### src/rtl/video_timing_pkg.sv
// Shared constants for the 2-D raster timing generator.
// Contents:
//   VtgW          default width of every count and timing value
//   Vga*          640x480@60 reference timing (800x525 totals)
package video_timing_pkg;

  localparam int unsigned VtgW = 12;

  // Horizontal reference timing, in pixels.
  localparam int unsigned VgaHActive = 640;
  localparam int unsigned VgaHSyncS  = 656;
  localparam int unsigned VgaHSyncE  = 752;
  localparam int unsigned VgaHTotal  = 800;

  // Vertical reference timing, in lines.
  localparam int unsigned VgaVActive = 480;
  localparam int unsigned VgaVSyncS  = 490;
  localparam int unsigned VgaVSyncE  = 492;
  localparam int unsigned VgaVTotal  = 525;

  typedef logic [VtgW-1:0] vtg_count_t;

endpackage

### src/rtl/timing_axis.sv
// One axis (horizontal or vertical) of the raster timing generator.
// Ports:
//   clk, rst       clock, asynchronous active-low reset
//   step           advance the counter on this edge
//   active         visible positions on this axis
//   sync_s/sync_e  sync window [sync_s, sync_e); sync_e clamped to total
//   total          positions per period; total < 2 parks the counter at 0
//   pol            sync polarity, 1 = active-high
//   count          current position
//   wrap           combinational: the counter returns to 0 on this edge
//   blank          registered, describes the current count
//   sync           registered window decode, polarity applied
module timing_axis
  import video_timing_pkg::*;
#(
  parameter int unsigned W = VtgW
) (
  input  logic         clk,
  input  logic         rst,
  input  logic         step,
  input  logic [W-1:0] active,
  input  logic [W-1:0] sync_s,
  input  logic [W-1:0] sync_e,
  input  logic [W-1:0] total,
  input  logic         pol,
  output logic [W-1:0] count,
  output logic         wrap,
  output logic         blank,
  output logic         sync
);

  localparam logic [W-1:0] One = W'(1);
  localparam logic [W-1:0] Two = W'(2);

  logic [W-1:0] count_q, count_d;
  logic [W-1:0] sync_end;
  logic         short_total;
  logic         blank_q, blank_d;
  logic         sync_act_q, sync_act_d;

  always_comb begin
    short_total = total < Two;
    // >= rather than == so a count stranded above a shrunken total still wraps.
    wrap        = step & ~short_total & (count_q >= total - One);

    count_d = count_q;
    if (short_total) begin
      count_d = '0;
    end else if (wrap) begin
      count_d = '0;
    end else if (step) begin
      count_d = count_q + One;
    end

    // Flags decode the next count so they line up with it once registered.
    sync_end   = (sync_e > total) ? total : sync_e;
    blank_d    = short_total | (count_d >= active);
    sync_act_d = (count_d >= sync_s) & (count_d < sync_end);
  end

  always_ff @(posedge clk or negedge rst) begin
    if (!rst) begin
      count_q    <= '0;
      blank_q    <= 1'b1;
      sync_act_q <= 1'b0;
    end else begin
      count_q    <= count_d;
      blank_q    <= blank_d;
      sync_act_q <= sync_act_d;
    end
  end

  assign count = count_q;
  assign blank = blank_q;
  assign sync  = sync_act_q ~^ pol;

endmodule

### src/rtl/video_timing_gen.sv
// 2-D raster timing generator: horizontal and vertical counters with programmable
// active/sync/total, per-axis sync polarity and a pixel clock-enable.
// Ports:
//   clk, rst                 clock, asynchronous active-low reset
//   en                       pixel enable; state only advances on en edges
//   h_active..h_total        horizontal timing, in pixels
//   v_active..v_total        vertical timing, in lines
//   hsync_pol, vsync_pol     sync polarity, 1 = active-high
//   hcount, vcount           current position
//   hblank, vblank, de       blanking and data-enable
//   hsync, vsync             sync outputs, polarity applied
//   line_start, frame_start  1-cycle strobes on the first cycle of a line / frame
// Build option:
//   VTG_SHADOW_EN  timing inputs and polarities are captured on the reset-exit prime
//                  cycle and on every frame_start edge; mid-frame changes wait for
//                  the next frame. Undefined: inputs are used live.
module video_timing_gen
  import video_timing_pkg::*;
#(
  parameter int unsigned W = VtgW
) (
  input  logic         clk,
  input  logic         rst,
  input  logic         en,
  input  logic [W-1:0] h_active,
  input  logic [W-1:0] h_sync_s,
  input  logic [W-1:0] h_sync_e,
  input  logic [W-1:0] h_total,
  input  logic [W-1:0] v_active,
  input  logic [W-1:0] v_sync_s,
  input  logic [W-1:0] v_sync_e,
  input  logic [W-1:0] v_total,
  input  logic         hsync_pol,
  input  logic         vsync_pol,
  output logic [W-1:0] hcount,
  output logic [W-1:0] vcount,
  output logic         hblank,
  output logic         vblank,
  output logic         hsync,
  output logic         vsync,
  output logic         de,
  output logic         line_start,
  output logic         frame_start
);

  logic         primed_q, primed_d;
  logic         line_start_q, line_start_d;
  logic         frame_start_q, frame_start_d;
  logic         h_step, h_wrap, v_wrap;
  logic         h_blank_r, v_blank_r, h_sync_r, v_sync_r;

  // Timing actually fed to the axes.
  logic [W-1:0] c_h_active, c_h_sync_s, c_h_sync_e, c_h_total;
  logic [W-1:0] c_v_active, c_v_sync_s, c_v_sync_e, c_v_total;
  logic         c_hpol, c_vpol;

`ifdef VTG_SHADOW_EN
  logic [W-1:0] sh_h_active, sh_h_sync_s, sh_h_sync_e, sh_h_total;
  logic [W-1:0] sh_v_active, sh_v_sync_s, sh_v_sync_e, sh_v_total;
  logic         sh_hpol, sh_vpol;
  logic         capture;

  assign capture = en & (~primed_q | (h_wrap & v_wrap));

  always_ff @(posedge clk or negedge rst) begin
    if (!rst) begin
      sh_h_active <= '0;
      sh_h_sync_s <= '0;
      sh_h_sync_e <= '0;
      sh_h_total  <= '0;
      sh_v_active <= '0;
      sh_v_sync_s <= '0;
      sh_v_sync_e <= '0;
      sh_v_total  <= '0;
      sh_hpol     <= 1'b0;
      sh_vpol     <= 1'b0;
    end else if (capture) begin
      sh_h_active <= h_active;
      sh_h_sync_s <= h_sync_s;
      sh_h_sync_e <= h_sync_e;
      sh_h_total  <= h_total;
      sh_v_active <= v_active;
      sh_v_sync_s <= v_sync_s;
      sh_v_sync_e <= v_sync_e;
      sh_v_total  <= v_total;
      sh_hpol     <= hsync_pol;
      sh_vpol     <= vsync_pol;
    end
  end

  // Until primed the shadows hold nothing useful, so the live inputs drive the
  // reset-state sync levels and the prime-cycle decode. The first cycle of each
  // later frame is decoded with the outgoing frame's timing.
  always_comb begin
    if (primed_q) begin
      c_h_active = sh_h_active;
      c_h_sync_s = sh_h_sync_s;
      c_h_sync_e = sh_h_sync_e;
      c_h_total  = sh_h_total;
      c_v_active = sh_v_active;
      c_v_sync_s = sh_v_sync_s;
      c_v_sync_e = sh_v_sync_e;
      c_v_total  = sh_v_total;
      c_hpol     = sh_hpol;
      c_vpol     = sh_vpol;
    end else begin
      c_h_active = h_active;
      c_h_sync_s = h_sync_s;
      c_h_sync_e = h_sync_e;
      c_h_total  = h_total;
      c_v_active = v_active;
      c_v_sync_s = v_sync_s;
      c_v_sync_e = v_sync_e;
      c_v_total  = v_total;
      c_hpol     = hsync_pol;
      c_vpol     = vsync_pol;
    end
  end
`else
  always_comb begin
    c_h_active = h_active;
    c_h_sync_s = h_sync_s;
    c_h_sync_e = h_sync_e;
    c_h_total  = h_total;
    c_v_active = v_active;
    c_v_sync_s = v_sync_s;
    c_v_sync_e = v_sync_e;
    c_v_total  = v_total;
    c_hpol     = hsync_pol;
    c_vpol     = vsync_pol;
  end
`endif

  // The first en edge after reset only primes; counting starts on the next one.
  assign h_step   = en & primed_q;
  assign primed_d = primed_q | en;

  timing_axis #(
    .W (W)
  ) u_h_axis (
    .clk    (clk),
    .rst    (rst),
    .step   (h_step),
    .active (c_h_active),
    .sync_s (c_h_sync_s),
    .sync_e (c_h_sync_e),
    .total  (c_h_total),
    .pol    (c_hpol),
    .count  (hcount),
    .wrap   (h_wrap),
    .blank  (h_blank_r),
    .sync   (h_sync_r)
  );

  // h_wrap already includes en & primed, so it is the vertical step directly.
  timing_axis #(
    .W (W)
  ) u_v_axis (
    .clk    (clk),
    .rst    (rst),
    .step   (h_wrap),
    .active (c_v_active),
    .sync_s (c_v_sync_s),
    .sync_e (c_v_sync_e),
    .total  (c_v_total),
    .pol    (c_vpol),
    .count  (vcount),
    .wrap   (v_wrap),
    .blank  (v_blank_r),
    .sync   (v_sync_r)
  );

  always_comb begin
    line_start_d  = en & (~primed_q | h_wrap);
    frame_start_d = en & (~primed_q | (h_wrap & v_wrap));
  end

  always_ff @(posedge clk or negedge rst) begin
    if (!rst) begin
      primed_q      <= 1'b0;
      line_start_q  <= 1'b0;
      frame_start_q <= 1'b0;
    end else begin
      primed_q      <= primed_d;
      line_start_q  <= line_start_d;
      frame_start_q <= frame_start_d;
    end
  end

  // The axes decode continuously; until primed the outputs are held at their
  // reset values so an idle reset-exit shows blank and inactive sync.
  always_comb begin
    hblank      = h_blank_r | ~primed_q;
    vblank      = v_blank_r | ~primed_q;
    hsync       = primed_q ? h_sync_r : ~c_hpol;
    vsync       = primed_q ? v_sync_r : ~c_vpol;
    de          = ~hblank & ~vblank;
    line_start  = line_start_q;
    frame_start = frame_start_q;
  end

endmodule

### config.mk
export PLATFORM = sky130hd
export DESIGN_NAME = video_timing_gen
export DESIGN_NICKNAME = d
export VERILOG_FILES = /design/src/rtl/video_timing_pkg.sv /design/src/rtl/timing_axis.sv /design/src/rtl/video_timing_gen.sv
export SDC_FILE = /design/constraint.sdc
export NUM_CORES = 1
export LEC_CHECK = 0
export BUFFER_PORTS_ARGS = -buffer_cell sky130_fd_sc_hd__buf_2
export CORE_MARGIN = 3
export CORE_UTILIZATION = 33
export CTS_CLUSTER_DIAMETER = 120
export DETAILED_ROUTE_END_ITERATION = 6
export PLACE_DENSITY_LB_ADDON = 0.12
export SLEW_MARGIN = 20
export SYNTH_ARGS = -nofsm -noshare
export SYNTH_HDL_FRONTEND = slang
export SYNTH_SLANG_ARGS = --single-unit
### constraint.sdc
create_clock -name clk -period 3.2 [get_ports clk]
set_clock_uncertainty 0.05 [all_clocks]
set_input_delay 0 -clock clk [delete_from_list [all_inputs] [get_ports clk]]
set_output_delay 0 -clock clk [all_outputs]
set_load 0.01 [all_outputs]
==> results.md, run 1 <==
* Status: complete, but fails checks
* Failing checks: setup timing
* Routed WL at 16730 µm
* DR vias at 5224
* Layout cell share with drive strength beyond 1 at 0.4223
* PD cells at 315.7 nW/µm²
* Dominant cells by area after synthesis: ha_1 (31%), dfrtp_1 (15%), inv_1 (5.9%), mux2i_1 (4.7%), xnor2_1 (4.0%)
* Non-filler cells, final at approximately 1000
* Synth Area in Simple Gates at 0.1813
* Clk sinks at 31
* Final setup violation count at 4
* Die Ht at 127.3 µm
* Clock transition at path regs at 0.06 ns
* Yosys warns at 0
* Final hold vios at 0
* Post-synth cell types at 54
* Slew Viols, Final at 0
* Post-synthesis adder-cell area fraction at 0.3146
* Mux contribution to synthesized area at 0.05028
* Sequential element share of the synthesized area at 0.1604
* DRT iter0 DRCs at 135
* Synth Area in Compound Gates at 0.1511
* Pre-Repair DR Iteration Count at 4
* Initial Util at 0.3429
* Port bufs at 131
* Worst EP required at 3.31 ns
* TritonCTS clock tree: built
* Max frequency at 258.6 MHz
* Worst-margin pin slew at about 0.77 ns
* WL/cell at 15.95 µm
* Largest family of logic cells by synthesized area: adder cells
* IO Pins at 132
* Synth Register Bits at 31
* Commonest non-fill, non-tap cell in the layout: buf_4
* Number of global-route vias before repair at 5527
* DP Cell Count at just over 1000
* CTS Buf Count at 5
* # DRC at 0
* Avg Vias per Cell at 4.980
* VDD IR max at between 200 and 250 µV
* Static leakage at between 4 and 5 nW
* Post-synthesis cell count at roughly 580
* Most frequent cells in the layout: buf_4 (148), buf_2 (126), ha_1 (118)
* Clk Latency, worst-skew pair at 0.28 ns
* Post-synth top area share at 0.3146
* Largest net degree at the start of global routing at 32
* Area grow syn2layout at 53.79%
* FFs w/ async S/R, synth at 1.000
* Row Count at between 40 and 50
* Post-synth EDFFs at 0
* CP Max Fanout at 10
* XOR/XNOR Fraction of Synth Area at 0.07581
* Die area at around 16000 µm²
* Clock buffer depth at 2
* HP Class: in2reg
* Fin crit share at 1.209
* Top_reg_cell synth: dfrtp_1
* Routed Antenna Nets at 0
* GRT Residual Overflow at 0
* Cell taking the most area after synthesis: ha_1
* Die Width at 127.3 µm
* Initial antenna violation count at 0
* Setup WS pre-CTS at -1.209 ns
* Final worst slack at -0.6676 ns
* Nets at between 1000 and 1500
* DP HPWL at 14480 µm
* Crit Path Category: in2reg
* Core area at around 14000 µm²
* GPL Wtd Cong at 0.9033
* Setup crit end kind: flip-flop
* Max_slew headroom at 0.4840
* # diodes at 0
* Placed cell area at 6917 µm²
* RSZ-0062 raised after global routing: true
* Worst EP arrival at 3.97 ns
* Final min period at 3.868 ns
* Syn_area_per_cell at 8.409 µm²
* Syn Nets at 800
* Post-Syn Area at 4852 µm²
* First-pass GRT wire length at 26810 µm
* GR Util All Layers at 0.2059
* Final instance area at ~7500 µm²
* Clk root buf: clkbuf_16
* CTS H-tree depth at 2
* Number of max-cap violations at 0
* Startpoint Class: input pin
state kept, by name (all words and copies together) (netlist names):
signal               cells
frame_start              1
line_start               1
primed_q                 1
u_h_axis.blank           1
u_h_axis.count          12
u_h_axis.sync_act_q      1
u_v_axis.blank           1
u_v_axis.count          12
u_v_axis.sync_act_q      1
report_power, final:
| group | switching (W) | internal (W) |
|---|---|---|
| logic | 0.000686 | 0.000697 |
| clock network | 0.000180 | 0.000331 |
| registers | 0.0000272 | 0.000435 |
layout make-up:
cell class | instances | area (µm²)
sequential | 31 | 778.2
fill | 1361 | 6688
clock buffer | 7 | 152.6
tap | 180 | 225.2
inverter | 76 | 292.8
multi-input combinational | 464 | 4063
timing repair buffer | 290 | 1943
clock inverter | 1 | 7.507
worst paths after layout:
path                              startpoint  cells after the start                   to  slack (ns)
setup reg to reg           u_h_axis.count[7]                     17  u_v_axis.sync_act_q       -0.46
max in group asynchronous                rst                      2    u_h_axis.count[0]        2.32
hold / removal                   v_sync_e[0]                      3  u_v_axis.sync_act_q        0.07
min in group asynchronous                rst                      2    u_v_axis.count[7]        0.29
setup / recovery                  h_total[4]                     23  u_v_axis.sync_act_q       -0.67
hold reg to reg                     primed_q                      2           line_start        0.64
logic make-up (layout without fill, tap and decap cells):
kind of cell,Yosys count,after routing
adder cells (fa/ha/maj),122,122
AO/OA/AOI/OAI,107,107
buffers and inverters,82,374
flip-flops,31,31
multiplexers,24,24
XOR/XNOR,42,42
AND/OR/NAND/NOR,169,169
what timing repair did:
| item | 4_1_cts | 5_1_grt |
|---|---|---|
| hold endpoints to repair | 32 | 0 |
| resized for setup | 50 | 16 |
| setup endpoints to repair | 4 | 4 |
| setup buffers | 11 | 4 |
| pin swaps | 18 | 30 |
| hold buffers | 2 | 0 |
per-layer routing:
layer,up-vias,share of wire,GRT usage
met2,116,0.51,0.3829
li1,2652,-,-
met5,-,0,0
met1,2426,0.42,0.2412
met4,0,0.034,0.08139
met3,30,0.034,0.02090
stage by stage:
stage                     utilization  power (W)  hold WS [ns]  TNS [ns]
final                          0.5274   0.002356       0.07091    -2.065
after global placement         0.4888   0.001670       0.06520    -3.523
after CTS                      0.5217   0.002351       0.06565    -1.578
after detailed placement       0.4888   0.001716       0.06532    -4.044
after floorplan                     -   0.001122       -0.3456    -1.047
after global routing           0.5274   0.002536       0.06992    -2.876
critical path, stage by stage:
cell and delay (ns):
buf_8 0.10, nor4_4 0.34, nand2_2 0.12, buf_6 0.14, nor3_4 0.15, xnor2_1 0.09, ha_1 0.31, a21oi_2 0.08
o21ai_4 0.20, a2111oi_4 0.06, a211oi_4 0.27, buf_6 0.19, nand4_1 0.11, xor2_1 0.17, nor2_2 0.21, ha_1 0.30
a21oi_1 0.14, o21ai_0 0.09, nor4_1 0.20, o21ai_1 0.15, a41o_1 0.29, o2111ai_1 0.14, o31ai_2 0.11
cell usage after synthesis, types with 3 or more instances:
master / n
nor3_1: 9
and4_1: 5
nor4_1: 8
nand2b_1: 12
o2111ai_1: 5
nand4_1: 23
dfrtp_1: 29
xor2_1: 20
nor2_1: 40
buf_2: 3
inv_1: 76
a21oi_1: 32
and3_1: 5
xnor2_1: 22
a211oi_1: 7
nand2_1: 32
nor2b_1: 4
o211ai_1: 6
ha_1: 122
nand3_1: 14
mux2i_1: 23
o21a_1: 5
and2_1: 6
a21o_1: 18
o21ai_0: 17
Note: power is estimated with default switching activity, not from simulation.
==> inputs of run 2 (changes only) <==
--- a/config.mk
+++ b/config.mk
@@ -7,7 +7,7 @@
 export LEC_CHECK = 0
 export BUFFER_PORTS_ARGS = -buffer_cell sky130_fd_sc_hd__buf_2
 export CORE_MARGIN = 3
-export CORE_UTILIZATION = 33
+export CORE_UTILIZATION = 49
 export CTS_CLUSTER_DIAMETER = 120
 export DETAILED_ROUTE_END_ITERATION = 6
 export PLACE_DENSITY_LB_ADDON = 0.12
==> run 2 against run 1 <==
Via count up 3.3%. Largest power group unchanged. Global-route usage grew 8.8 points. Wire length decreased by 1.6%. Die area down 31%. Largest cell class unchanged. Highest routed layer unchanged. Combinational power rose by 3%. Non-clock buffer count fell by 12. The flow still finishes with violations (setup timing).
==> results.md, run 2 (synthesis gave the netlist of run 1 again) <==
* Status: complete, but fails checks (unchanged)
* Failing checks: setup timing (unchanged)
* GR Util All Layers at 0.2942 (was 0.2059)
* Final min period at 3.725 ns (was 3.868 ns)
* Row Count at 35 (was 43)
* Routed WL at 16470 µm (was 16730 µm)
* IO Pins at 132 (unchanged)
* Area grow syn2layout at 49.59% (was 53.79%)
* Setup WS pre-CTS at -1.103 ns (was -1.209 ns)
* Avg Vias per Cell at 5.476 (was 4.980)
* Number of max-cap violations at 0 (unchanged)
* Clock buffer depth at 2 (unchanged)
* CP Max Fanout at 6 (was 10)
* Clk sinks at 31 (unchanged)
* Final setup violation count at 4 (unchanged)
* DP Cell Count at 964 (was 1025)
* Commonest non-fill, non-tap cell in the layout: buf_4 (unchanged)
* Crit Path Category: in2reg (unchanged)
* Clk root buf: clkbuf_8 (was clkbuf_16)
* HP Class: in2reg (unchanged)
* VDD IR max at 191.6 µV (was 238.0 µV)
* Slowest CP cell: ha_1 (was nor4_4)
* Worst EP arrival at 3.88 ns (was 3.97 ns)
* Core area at 9415 µm² (was 14150 µm²)
* # diodes at 0 (unchanged)
* RSZ-0062 raised after global routing: true (unchanged)
* Final hold vios at 0 (unchanged)
* WL/cell at 16.71 µm (was 15.95 µm)
* GPL Wtd Cong at 1.000 (was 0.9033)
* Max_slew headroom at 0.4977 (was 0.4840)
* PD cells at 304.3 nW/µm² (was 315.7 nW/µm²)
* Layout cell share with drive strength beyond 1 at 0.4177 (was 0.4223)
* First-pass GRT wire length at 26610 µm (was 26810 µm)
* TritonCTS clock tree: built (unchanged)
* Clk Latency, worst-skew pair at 0.30 ns (was 0.28 ns)
* Port bufs at 131 (unchanged)
* Maximum single-stage delay on the critical path at 0.32 ns (was 0.34 ns)
* Overall power at 0.002209 W (was 0.002356 W)
* Fin crit share at 1.164 (was 1.209)
* Setup crit end kind: flip-flop (unchanged)
* CTS Buf Count at 5 (unchanged)
* Worst-margin pin slew at 0.7534 ns (was 0.7740 ns)
* Die Width at 105.5 µm (was 127.3 µm)
* Pre-Repair DR Iteration Count at 4 (unchanged)
* Static leakage at 4.070 nW (was 4.181 nW)
* Slew Viols, Final at 0 (unchanged)
* Most frequent cells in the layout: buf_4 (136), buf_2 (127), ha_1 (113) (was buf_4 (148), buf_2 (126), ha_1 (118))
* Max frequency at 268.5 MHz (was 258.6 MHz)
* GRT Residual Overflow at 0 (unchanged)
* Die area at 11130 µm² (was 16190 µm²)
* Startpoint Class: input pin (unchanged)
* # DRC at 0 (unchanged)
* Worst EP required at 3.35 ns (was 3.31 ns)
* DP HPWL at 13720 µm (was 14480 µm)
* Initial Util at 0.5153 (was 0.3429)
* Worst-path cell chain: buf_8, nor3_2, buf_4, buf_4, nand3_1, xnor2_1, ha_1, nand2_1, nor2_2, o211ai_1, a211oi_4, buf_6, nand4_1, xor2_1, nor2_2, ha_1, a21o_1, a21oi_1, nor2b_1, nor4_2, o2111ai_1, o31ai_2 (was buf_8, nor4_4, nand2_2, buf_6, nor3_4, xnor2_1, ha_1, a21oi_2, o21ai_4, a2111oi_4, a211oi_4, buf_6, nand4_1, xor2_1, nor2_2, ha_1, a21oi_1, o21ai_0, nor4_1, o21ai_1, a41o_1, o2111ai_1, o31ai_2)
* DRT iter0 DRCs at 218 (was 135)
* Initial antenna violation count at 0 (unchanged)
* Routed Antenna Nets at 0 (unchanged)
* Final worst slack at -0.5250 ns (was -0.6676 ns)
* Clock transition at path regs at 0.07 ns (was 0.06 ns)
* Die Ht at 105.5 µm (was 127.3 µm)
* Largest net degree at the start of global routing at 32 (unchanged)
* Non-filler cells, final at 986 (was 1049)
* Nets at 1079 (was 1091)
* Number of global-route vias before repair at 5771 (was 5527)
* CTS H-tree depth at 2 (unchanged)
* DR vias at 5399 (was 5224)
==> run 2: area by class of cell <==
cell class              instances  area, µm²
clock buffers                   5      68.82
inverters                      76      292.8
multi-input cells             464       4103
clock inverters                 3      20.02
fillers                       709       2157
well taps                     129      161.4
flip-flops and latches         31      778.2
repair buffers                278       1834
==> run 2: worst paths after layout <==
| path | from | slack (ns) | end | depth (start not counted) |
|---|---|---|---|---|
| max | h_total[0] | -0.52 | u_v_axis.sync_act_q | 22 |
| min | v_sync_e[0] | 0.07 | u_v_axis.sync_act_q | 3 |
| max reg2reg | u_h_axis.count[5] | -0.41 | u_v_axis.sync_act_q | 16 |
| min reg2reg | primed_q | 0.62 | line_start | 2 |
| max in group asynchronous | rst | 2.35 | frame_start | 2 |
| min in group asynchronous | rst | 0.25 | u_h_axis.count[10] | 2 |
==> run 2: metrics by stage <==
step | utilization | setup TNS, ns | instance area, µm² | hold slack [ns]
finish | 0.7709 | -1.682 | 7258 | 0.07080
global route | 0.7709 | -2.536 | 7258 | 0.09397
CTS | 0.7596 | -1.619 | 7152 | 0.03296
global placement | 0.7185 | -3.318 | 6765 | 0.04330
detailed placement | 0.7185 | -3.723 | 6765 | 0.05543
floorplan | - | -1.047 | 4994 | -0.3456
==> run 2: what timing repair did <==
item / in CTS / in global routing
endpoints found under the setup margin: 4 / 4
buffers inserted: 10 / 4
hold endpoints to repair: 32 / 0
hold buffers: 2 / 0
pin swaps: 31 / 19
gates resized for setup: 51 / 21
==> run 2: critical path: cells and delay by family <==
| kind | cells | cell delay [ns] |
|---|---|---|
| AO/OA/AOI/OAI | 6 | 1.27 |
| XOR/XNOR | 2 | 0.34 |
| adder cells (fa/ha/maj) | 2 | 0.63 |
| buffers and inverters | 4 | 0.53 |
| AND/OR/NAND/NOR | 8 | 1.09 |
==> run 2: where the power goes <==
part / internal (W) / switching [W]
combinational: 0.000716 / 0.000706
sequential: 0.000434 / 0.0000241
clock: 0.000151 / 0.000177
==> run 2: routing by layer <==
| metal | share of wire | global-route usage | vias up |
|---|---|---|---|
| met2 | 0.53 | 0.5647 | 187 |
| met4 | 0.053 | 0.1526 | 0 |
| met1 | 0.38 | 0.3110 | 2525 |
| li1 | - | - | 2624 |
| met5 | 0 | 0 | - |
| met3 | 0.044 | 0.03491 | 63 |
==> inputs of run 3 (changes only) <==
--- a/config.mk
+++ b/config.mk
@@ -7,10 +7,11 @@
 export LEC_CHECK = 0
 export BUFFER_PORTS_ARGS = -buffer_cell sky130_fd_sc_hd__buf_2
 export CORE_MARGIN = 3
-export CORE_UTILIZATION = 49
+export CORE_UTILIZATION = 55
 export CTS_CLUSTER_DIAMETER = 120
 export DETAILED_ROUTE_END_ITERATION = 6
 export PLACE_DENSITY_LB_ADDON = 0.12
+export SKIP_LAST_GASP = 1
 export SLEW_MARGIN = 20
 export SYNTH_ARGS = -nofsm -noshare
 export SYNTH_HDL_FRONTEND = slang
==> constraint.sdc (replaced) <==
create_clock -name clk -period 4.4 [get_ports clk]
set_clock_uncertainty 0.05 [all_clocks]
set_input_delay 0 -clock clk [delete_from_list [all_inputs] [get_ports clk]]
set_output_delay 0 -clock clk [all_outputs]
set_load 0.01 [all_outputs]
==> run 3 against run 2 <==
The run now ends clean. Via count fell by 11%. Design area fell by 18%. First-iteration DRC count fell by 32%. Register-to-register slack improved by 0.98 ns. Critical path type unchanged. Largest power group unchanged.
==> results.md, run 3 (synthesis gave the netlist of run 1 again) <==
* Status: finished, final reports clean (was complete, but fails checks)
* Fillers at 688 (was 709)
* Comb power frac at 0.551 (was 0.644)
* Row Count at 33 (was 35)
* Number of max-cap violations at 0 (unchanged)
* Final worst slack at 0.3665 ns (was -0.5250 ns)
* Slew Viols, Final at 0 (unchanged)
* Pre-Repair DR Iteration Count at 4 (unchanged)
* CTS H-tree depth at 2 (unchanged)
* R2R Setup Slk at 0.57 ns (was -0.41 ns)
* Clk Latency, worst-skew pair at 0.29 ns (was 0.30 ns)
* GRT Residual Overflow at 0 (unchanged)
* Final min period at 4.034 ns
* Port bufs at 131 (unchanged)
* Clock group share of total power at 0.167 (was 0.149)
* GPL Wtd Cong at 0.9397 (was 1.000)
* Die Width at 99.93 µm (was 105.5 µm)
* DP HPWL at 11490 µm (was 13720 µm)
* CP top delay family: simple AND/OR/NAND/NOR gates (was compound AO/OA/AOI/OAI gates)
* Max frequency at 247.9 MHz
* IO Pins at 132 (unchanged)
* DR vias at 4795 (was 5399)
* Worst-margin pin slew at 0.7218 ns (was 0.7534 ns)
* Routed WL at 13490 µm (was 16470 µm)
* Layout cell share with drive strength beyond 1 at 0.2581 (was 0.4177)
* Most frequent cells in the layout: buf_2 (131), ha_1 (122), inv_1 (76) (was buf_4 (136), buf_2 (127), ha_1 (113))
* Initial antenna violation count at 0 (unchanged)
* Clk root buf: clkbuf_8 (unchanged)
* Clock buffer depth at 2 (unchanged)
* Worst EP arrival at 4.20 ns (was 3.88 ns)
* DP Cell Count at 837 (was 964)
* Number of global-route vias before repair at 4903 (was 5771)
* Fin crit share at 0.9167
* GR Util All Layers at 0.2682 (was 0.2942)
* VDD IR max at 166.0 µV (was 191.6 µV)
* Area grow syn2layout at 23.36% (was 49.59%)
* Slowest CP cell: a221oi_2 (was ha_1)
* Clk sinks at 31 (unchanged)
* Worst-path cell chain: buf_2, inv_1, ha_1, nand2_1, nor4_1, buf_4, nand2_1, nor4_2, xnor2_1, ha_1, nand2_1, o21ai_2, a2111oi_4, a211oi_4, or2_1, nor2_1, ha_1, a21oi_1, o21ai_0, a221oi_2, nand3_1, nor2_1, o21ai_2, a21oi_1 (was buf_8, nor3_2, buf_4, buf_4, nand3_1, xnor2_1, ha_1, nand2_1, nor2_2, o211ai_1, a211oi_4, buf_6, nand4_1, xor2_1, nor2_2, ha_1, a21o_1, a21oi_1, nor2b_1, nor4_2, o2111ai_1, o31ai_2)
* Startpoint Class: input pin (unchanged)
* Crit Path Category: in2reg (unchanged)
* HP Class: in2reg (unchanged)
* Largest net degree at the start of global routing at 32 (unchanged)
* Clock transition at path regs at 0.07 ns (about the same)
* WL/cell at 15.89 µm (was 16.71 µm)
* Setup WS pre-CTS at -0.06495 ns (was -1.103 ns)
* Switch Pwr at 0.0005450 W (was 0.0009076 W)
* Setup crit end kind: flip-flop (unchanged)
* Maximum single-stage delay on the critical path at 0.36 ns (was 0.32 ns)
* Sequential share of power at 0.282 (was 0.207)
* Die area at 9985 µm² (was 11130 µm²)
* PD cells at 218.5 nW/µm² (was 304.3 nW/µm²)
* Final hold vios at 0 (unchanged)
* Initial Util at 0.5789 (was 0.5153)
* Placed cell area at 5827 µm² (was 6765 µm²)
* Final instance area at 5986 µm² (was 7258 µm²)
* Sw Ratio at 0.4167 (was 0.4109)
* Core area at 8382 µm² (was 9415 µm²)
* WP buf/inv at 3 (was 4)
* Static leakage at 3.458 nW (was 4.070 nW)
* # DRC at 0 (unchanged)
* CTS Buf Count at 5 (unchanged)
* Worst EP required at 4.56 ns (was 3.35 ns)
* Non-filler cells, final at 849 (was 986)
* # diodes at 0 (unchanged)
* Max_slew headroom at 0.5188 (was 0.4977)
* Avg Vias per Cell at 5.648 (was 5.476)
* Routed Antenna Nets at 0 (unchanged)
* Final hold slack at 0.1035 ns (was 0.07080 ns)
* First-pass GRT wire length at 21690 µm (was 26610 µm)
* Nets at 966 (was 1079)
* Pint at 0.0007628 W (was 0.001301 W)
* CP Max Fanout at 8 (was 6)
* Commonest non-fill, non-tap cell in the layout: buf_2 (was buf_4)
* Die Ht at 99.93 µm (was 105.5 µm)
* TritonCTS clock tree: built (unchanged)
* DRT iter0 DRCs at 149 (was 218)
* Final setup violation count at 0 (was 4)
## run 3: final cells by class
cell class | count | area (µm²) | share of cell area
Multi-Input combinational cell | 465 | 3802 | 0.6352
Timing Repair Buffer | 164 | 908.4 | 0.1518
Sequential cell | 31 | 778.2 | 0.1300
Inverter | 76 | 285.3 | 0.04766
Tap cell | 105 | 131.4 | 0.02195
Clock buffer | 8 | 80.08 | 0.01338
## run 3: metrics by stage
stage,util,TNS (ns),power [W]
detailed placement,0.6952,-0.1291,0.001083
floorplan,-,0,0.0008050
global route,0.7141,-0.02011,0.001422
CTS,0.7071,0,0.001306
global placement,0.6952,0,0.001046
finish,0.7141,0,0.001308
## run 3: power by group through the flow
stage	sequential (W)	combinational (W)	clock (W)
final	0.000368	0.000721	0.000218
after floorplan	0.000371	0.000434	0
after CTS	0.000367	0.000718	0.000221
after global placement	0.000371	0.000675	0
after detailed placement	0.000371	0.000711	0
after global routing	0.000373	0.000818	0.000231
## run 3: worst reg2reg max path, stage by stage, from the launching register on
cell and delay, ns:
dfrtp_1 0.47, ha_1 0.35, a21oi_1 0.17, nor2_1 0.10
a2111oi_4 0.39, a211oi_4 0.16, or2_1 0.34, nor2_1 0.27
ha_1 0.29, a21oi_1 0.15, o21ai_0 0.12, a221oi_2 0.36
nand3_1 0.12, nor2_1 0.19, o21ai_2 0.09, a21oi_1 0.14
## run 3: path summary, 6_finish.rpt
check,to,from,cells past startpoint
setup / recovery,u_h_axis.sync_act_q,h_total[0],24
hold / removal,u_h_axis.blank,h_active[11],5
setup reg to reg,u_h_axis.sync_act_q,u_h_axis.count[5],15
hold reg to reg,line_start,primed_q,1
max in group asynchronous,u_v_axis.count[4],rst,2
min in group asynchronous,u_v_axis.count[2],rst,2
## run 3: routing by layer
metal | part of all wire | GRT usage
met1 | 0.40 | 0.3069
met3 | 0.064 | 0.04100
met5 | 0 | 0
met4 | 0.029 | 0.1019
met2 | 0.51 | 0.4982
## run 3: what timing repair did
action                                  in CTS  in global routing
endpoints found under the setup margin       0                  4
buffers inserted                             0                  1
resized for setup                            0                  9
endpoints found under the hold margin       32                  0
hold buffers                                 2                  0
